`src/rtl/step_sequencer.sv`:
```
// step_sequencer: instruction fetch / step counter for a multi-cycle controller.
// T walks 0 -> 1 -> 2 -> 3 under an advance enable (free-run or a single-step
// button edge). T = 0 is the fetch slot; T = 1..3 is the execution window,
// ended early by Clr. Running past T = 3 without Clr raises a sticky err.
module step_sequencer (
    input  logic       clk,
    input  logic       rst,
    input  logic [9:0] din,
    input  logic       din_valid,
    output logic       din_ready,
    input  logic       IRin,
    input  logic       Clr,
    input  logic       run,
    input  logic       step,
    output logic [9:0] INSTR,
    output logic [1:0] T,
    output logic       busy,
    output logic [7:0] instr_count,
    output logic       err
);

    typedef enum logic [1:0] {
        ST_T0 = 2'd0,
        ST_T1 = 2'd1,
        ST_T2 = 2'd2,
        ST_T3 = 2'd3
    } tstep_e;

    tstep_e     t_q, t_d;
    logic [9:0] instr_q, instr_d;
    logic [7:0] cnt_q, cnt_d;
    logic       err_q, err_d;
    logic       step_q, step_d;

    logic       step_rise;
    logic       adv;
    logic       fetch;

    // Advance enable: free-run, or one pulse per rising edge of the button
    always_comb begin
        step_d    = step;
        step_rise = step & ~step_q;
        adv       = run | step_rise;
        fetch     = adv & (t_q == ST_T0) & IRin & din_valid;
        // Reset masks the handshake so no instruction is consumed while held
        din_ready = fetch & ~rst;
    end

    // Next-state logic for the step counter, instruction register and status
    always_comb begin
        t_d     = t_q;
        instr_d = instr_q;
        cnt_d   = cnt_q;
        err_d   = err_q;
        if (adv) begin
            case (t_q)
                ST_T0: begin
                    // Clr is meaningless in the fetch slot and is ignored
                    if (IRin && din_valid) begin
                        instr_d = din;
                        t_d     = ST_T1;
                    end
                end
                ST_T1: begin
                    if (Clr) begin
                        t_d   = ST_T0;
                        cnt_d = cnt_q + 8'd1;
                    end else begin
                        t_d = ST_T2;
                    end
                end
                ST_T2: begin
                    if (Clr) begin
                        t_d   = ST_T0;
                        cnt_d = cnt_q + 8'd1;
                    end else begin
                        t_d = ST_T3;
                    end
                end
                ST_T3: begin
                    if (Clr) begin
                        t_d   = ST_T0;
                        cnt_d = cnt_q + 8'd1;
                    end else begin
                        // Overrun: controller never finished; abandon and flag
                        t_d   = ST_T0;
                        err_d = 1'b1;
                    end
                end
                default: t_d = ST_T0;
            endcase
        end
    end

    // State registers; synchronous reset wins over everything
    always_ff @(posedge clk) begin
        if (rst) begin
            t_q     <= ST_T0;
            instr_q <= 10'd0;
            cnt_q   <= 8'd0;
            err_q   <= 1'b0;
            step_q  <= 1'b0;
        end else begin
            t_q     <= t_d;
            instr_q <= instr_d;
            cnt_q   <= cnt_d;
            err_q   <= err_d;
            step_q  <= step_d;
        end
    end

    assign T           = t_q;
    assign INSTR       = instr_q;
    assign instr_count = cnt_q;
    assign err         = err_q;
    assign busy        = (t_q != ST_T0);

endmodule

```
`config.mk`:
```
export PLATFORM = sky130hd
export DESIGN_NAME = step_sequencer
export DESIGN_NICKNAME = d
export VERILOG_FILES = /design/src/rtl/step_sequencer.sv
export SDC_FILE = /design/constraint.sdc
export NUM_CORES = 1
export LEC_CHECK = 0
export CAP_MARGIN = 20
export CORE_MARGIN = 3
export CORE_UTILIZATION = 44
export DETAILED_ROUTE_END_ITERATION = 7
export GPL_ROUTABILITY_DRIVEN = 0
export PLACE_DENSITY = 0.83
export SLEW_MARGIN = 20
export SYNTH_ARGS = -nofsm -noshare
export SYNTH_HDL_FRONTEND = slang
export SYNTH_SLANG_ARGS = --single-unit
```
`constraint.sdc`:
```
create_clock -name clk -period 3.75 [get_ports clk]
set_clock_uncertainty 0.05 [all_clocks]
set_input_delay 0.75 -clock clk [delete_from_list [all_inputs] [get_ports clk]]
set_output_delay 0.75 -clock clk [all_outputs]
set_load 0.02 [all_outputs]
```
After elaboration in Yosys (flattened, before gate mapping)
Cells that the tools add are included.
- flip-flop bits (word level): 22
- bits of input ports: 17
- output and inout port bits: 23
- logic and storage cells: 31
- add/sub/neg operators: 1
- equal/unequal tests: 4
- mux-type cells: 4
- bitwise operators: 9
- reduce and logical (&&, ||, !) cells: 8
- operators with widths (cell ; number):
    $reduce_and A3 Y1 ; 3
    $add A8 B1 Y8 const B ; 1
    $pmux W2 S4 ; 1
    $mux W2 ; 3
    $and A1 B1 Y1 ; 5
    $eq A2 B2 Y1 const B ; 2
    $not A1 Y1 ; 3
    $reduce_or A3 Y1 ; 1
    $eq A2 B1 Y1 const B ; 1
    $logic_not A2 Y1 ; 1
    $ne A2 B1 Y1 const B ; 1
    $reduce_and A2 Y1 ; 1
    $reduce_bool A2 Y1 ; 1
    $logic_and A1 B1 Y1 ; 1
    $or A1 B1 Y1 ; 1

Longest topological paths before layout
- depth after elaboration: 7
- depth in mapped cells: 5
- gate-level depth less buffers: 5

Worst setup path before layout
OpenSTA, ideal clock, no wires.
- path type: in2out
- from: input port din_valid
- to: output port din_ready
- data arrival time: 1.580 ns
- data required time: 2.950 ns
- path slack: 1.370 ns
- stages on the path: 4
- path buffers: 1
- cell sequence: and4bb_2 > o21ai_0 > buf_4 > nor2_1
- cells in the longest elaborated chain, start to end: 2
- ends and longest elaborated chain (element ; line ; RTL):
    start, declared ; 9 ; input logic din_valid,
    $and A1 B1 Y1 ; 44 ; fetch = adv & (t_q == ST_T0) & IRin & din_valid;
    $and A1 B1 Y1 ; 46 ; din_ready = fetch & ~rst;
    end, declared ; 10 ; output logic din_ready,
No other way between the ends.

Worst setup path in the final report
Same ends and word-level chain as after synthesis.

==> impl_metrics.yaml <==
timing:
  finalCritPeriodShare_pct: 81.2
  tns_ns: 0
  layout_min_cycle_time_ns: 3.05
  worstMarginPinSlew_ns: 0.305
  slew_headroom_pct: 79.5
  max_freq_mhz: 328
  whs_ns: 0.432
  drv_slew: 0
  setup_viol: 0
  hold_viol_final: 0
  rsz0062_at_grt: "false"
power:
  power_density_nw_per_um2: 304
  p_leak_nw: 0.553
  peakVddDrop_v: 0.000264
routing:
  drt_pass1_iterations: 4
  drtAntennaViolNets: 0
  drc: 0
  vias: 851
  viasPerCell: 5.16
  routedWlPerCell_um: 12.6
  wl_um: 2080
  drt_iter0_markers: 9
synth:
  syn_nets: 115
  seq_area_frac_synth_pct: 47.2
  ys_warn_count: 0
  synth-seq-cells: 22
  synth_area_per_cell_sq_um: 9.62
  ys_types: 31
  syn_inst: 97
  netlist.area_leader.share_pct: 47.2
  synth_area_sq_um: 933
  yosys.area.top_type: "dfxtp_1"
  synth.area.top_cells: "dfxtp_1 (47%), mux2i_1 (12%), nor2_1 (7.6%), xnor2_1 (2.8%), a21oi_1 (2.1%)"
cts:
  clkSinkCount: 22
  ctsHoldBuffers: 0
  clock_path_buffers: 2
  clock-root-buffer: "clkbuf_4"
  cts_buffers: 3
  cts_setup_buffers: 0
  htree_levels: 1
  path_clk_slew_ns: 0.11
  cts_tree: "built"
  cts-resized-gates: 0
  clkLatencyLatePin_ns: 0.30
hold_path:
  holdPathEnd: "instr_count[7]$_SDFFE_PP0P_"
  min_from: "instr_count[7]$_SDFFE_PP0P_"
  min_path_cells: 2
  min-delay-path-class: "reg -> reg"
setup_path:
  cp_slowest_cell: "clkdlybuf4s50_1"
  r2r_slack_ns: 2.18
  crit_top_cell: "clkdlybuf4s50_1"
  end_kind: "output pin"
  critical_path_arrival_ns: 2.25
  path_cells: "clkdlybuf4s50_1, and4bb_2, o21ai_1, nor2_1, clkdlybuf4s50_1"
  critPathLaunchType: "input port"
  r2r_start: "T[0]$_SDFFE_PP0P_"
  r2r.worst_path.cells: 4
  r2r_end: "instr_count[5]$_SDFFE_PP0P_"
  crit_family: "buffers and inverters"
  crit_cells: 5
  worstPathBufferInverterCount: 2
  cp.required_ns: 2.95
  slowest_delay_ns: 0.63
  path_class: "in -> out"
  cp_max_fo: 2
flow_run:
  max-cap-violations: 0
global_route:
  grt_first_pass_wirelength_um: 3650
  grt_max_degree: 23
  grt_use_total_pct: 18.2
  antenna_found_initial: 0
  grt_overflow: 0
  grt_pass1_vias: 837
run_status:
  outcome: "finished clean"
placed_design:
  portBuffers: 39
  dp_hpwl_um: 1610
floorplan:
  core-area_sq_um: 1980
  start_util_pct: 47.1
  die_h_um: 52.1
  ios: 40
  die_x_um: 52.1
  dieArea_sq_um: 2710
  rows: 16
finish:
  final_common_cell: "clkdlybuf4s50_1"
  antenna_cells: 0
  fin_nets: 158
  layout_common_cells: "clkdlybuf4s50_1 (39), dfxtp_1 (22), nor2_1 (19)"
  syn_to_final_growth_pct: 47.9
  layout-drive-gt1-share_pct: 7.97
  fill_cells: 153
-- cell type report --
type | instances | area [sq um] | area share [%]
Timing Repair Buffer | 41 | 405 | 29.4
Clock buffer | 3 | 22.5 | 1.63
Inverter | 2 | 7.51 | 0.544
Multi-Input combinational cell | 70 | 470 | 34.1
Tap cell | 27 | 33.8 | 2.45
Sequential cell | 22 | 440 | 31.9
-- state kept, by name, indices dropped and copies added (netlist names) --
register and flops:
step_q 1, INSTR 10, err 1, T 2, instr_count 8
-- kinds of logic (layout without fill, tap and decap cells) --
| kind of cell | count (synthesis) | in the layout | share of synthesized area [%] |
|---|---|---|---|
| multiplexers | 12 | 12 | 13.0 |
| buffers and inverters | 5 | 46 | 2.41 |
| AO/OA/AOI/OAI | 17 | 17 | 13.0 |
| XOR/XNOR | 5 | 5 | 4.69 |
| flip-flops | 22 | 22 | 47.2 |
| adder cells (fa/ha/maj) | 1 | 1 | 1.34 |
| AND/OR/NAND/NOR | 35 | 35 | 18.4 |
-- cell usage after synthesis --
library cell	count
a21oi_1	4
o22ai_1	1
ha_1	1
mux2i_1	11
or4_1	2
mux2_2	1
o31ai_1	2
o21ai_0	2
or2_2	1
nor3_1	1
nand2_1	3
o21ai_2	1
nor2b_1	2
a211oi_1	2
clkbuf_1	2
o211ai_1	1
dfxtp_1	22
a211o_1	1
a41oi_1	1
nor2_1	19
a31oi_1	1
nand3_1	3
and4bb_2	1
xor2_1	2
and2b_1	1
a21o_4	1
inv_1	2
nand2b_2	1
nand4_1	1
xnor2_1	3
buf_4	1
-- metrics by stage --
| stage | util (%) | power, mW | cells | area [sq um] | setup WS, ns |
|---|---|---|---|---|---|
| after floorplan | - | 0.285 | 97 | 933 | 1.37 |
| after global placement | 68.5 | 0.322 | 162 | 1360 | 0.699 |
| after detailed placement | 68.5 | 0.323 | 162 | 1360 | 0.692 |
| after CTS | 69.6 | 0.426 | 165 | 1380 | 0.686 |
| after global routing | 69.6 | 0.442 | 165 | 1380 | 0.630 |
| final | 69.6 | 0.419 | 165 | 1380 | 0.704 |
-- how the worst max path moves through the flow --
stage / slack (ns) / end / start
4_1_cts: 0.69 / din_ready / din_valid
3_3_place_gp: 0.70 / din_ready / din_valid
2_1_floorplan: 1.37 / din_ready / din_valid
5_1_grt: 0.63 / din_ready / din_valid
6_report: 0.70 / din_ready / din_valid
3_5_place_dp: 0.69 / din_ready / din_valid
-- report_power, final --
part | switching (mW) | internal, mW | leakage [nW]
registers | 0.00531 | 0.240 | 0.179
logic | 0.0321 | 0.0399 | 0.360
clock network | 0.0639 | 0.0374 | 0.0138
total | 0.101 | 0.318 | 0.553
-- routing by layer --
| metal | wire length [um] | part of all wire [%] | GRT usage, % |
|---|---|---|---|
| met3 | 219 | 11 | 7.74 |
| met2 | 976 | 47 | 29.7 |
| met5 | 0 | 0 | 0 |
| met1 | 872 | 42 | 20.9 |
| met4 | 11 | 0.53 | 6.55 |
-- worst min-delay path, cell delays in order, from the launching register on --
cell	delay, ns
dfxtp_1	0.33
o31ai_1	0.06
a21oi_1	0.05
No activity file was read; power rests on OpenSTA's default activity.
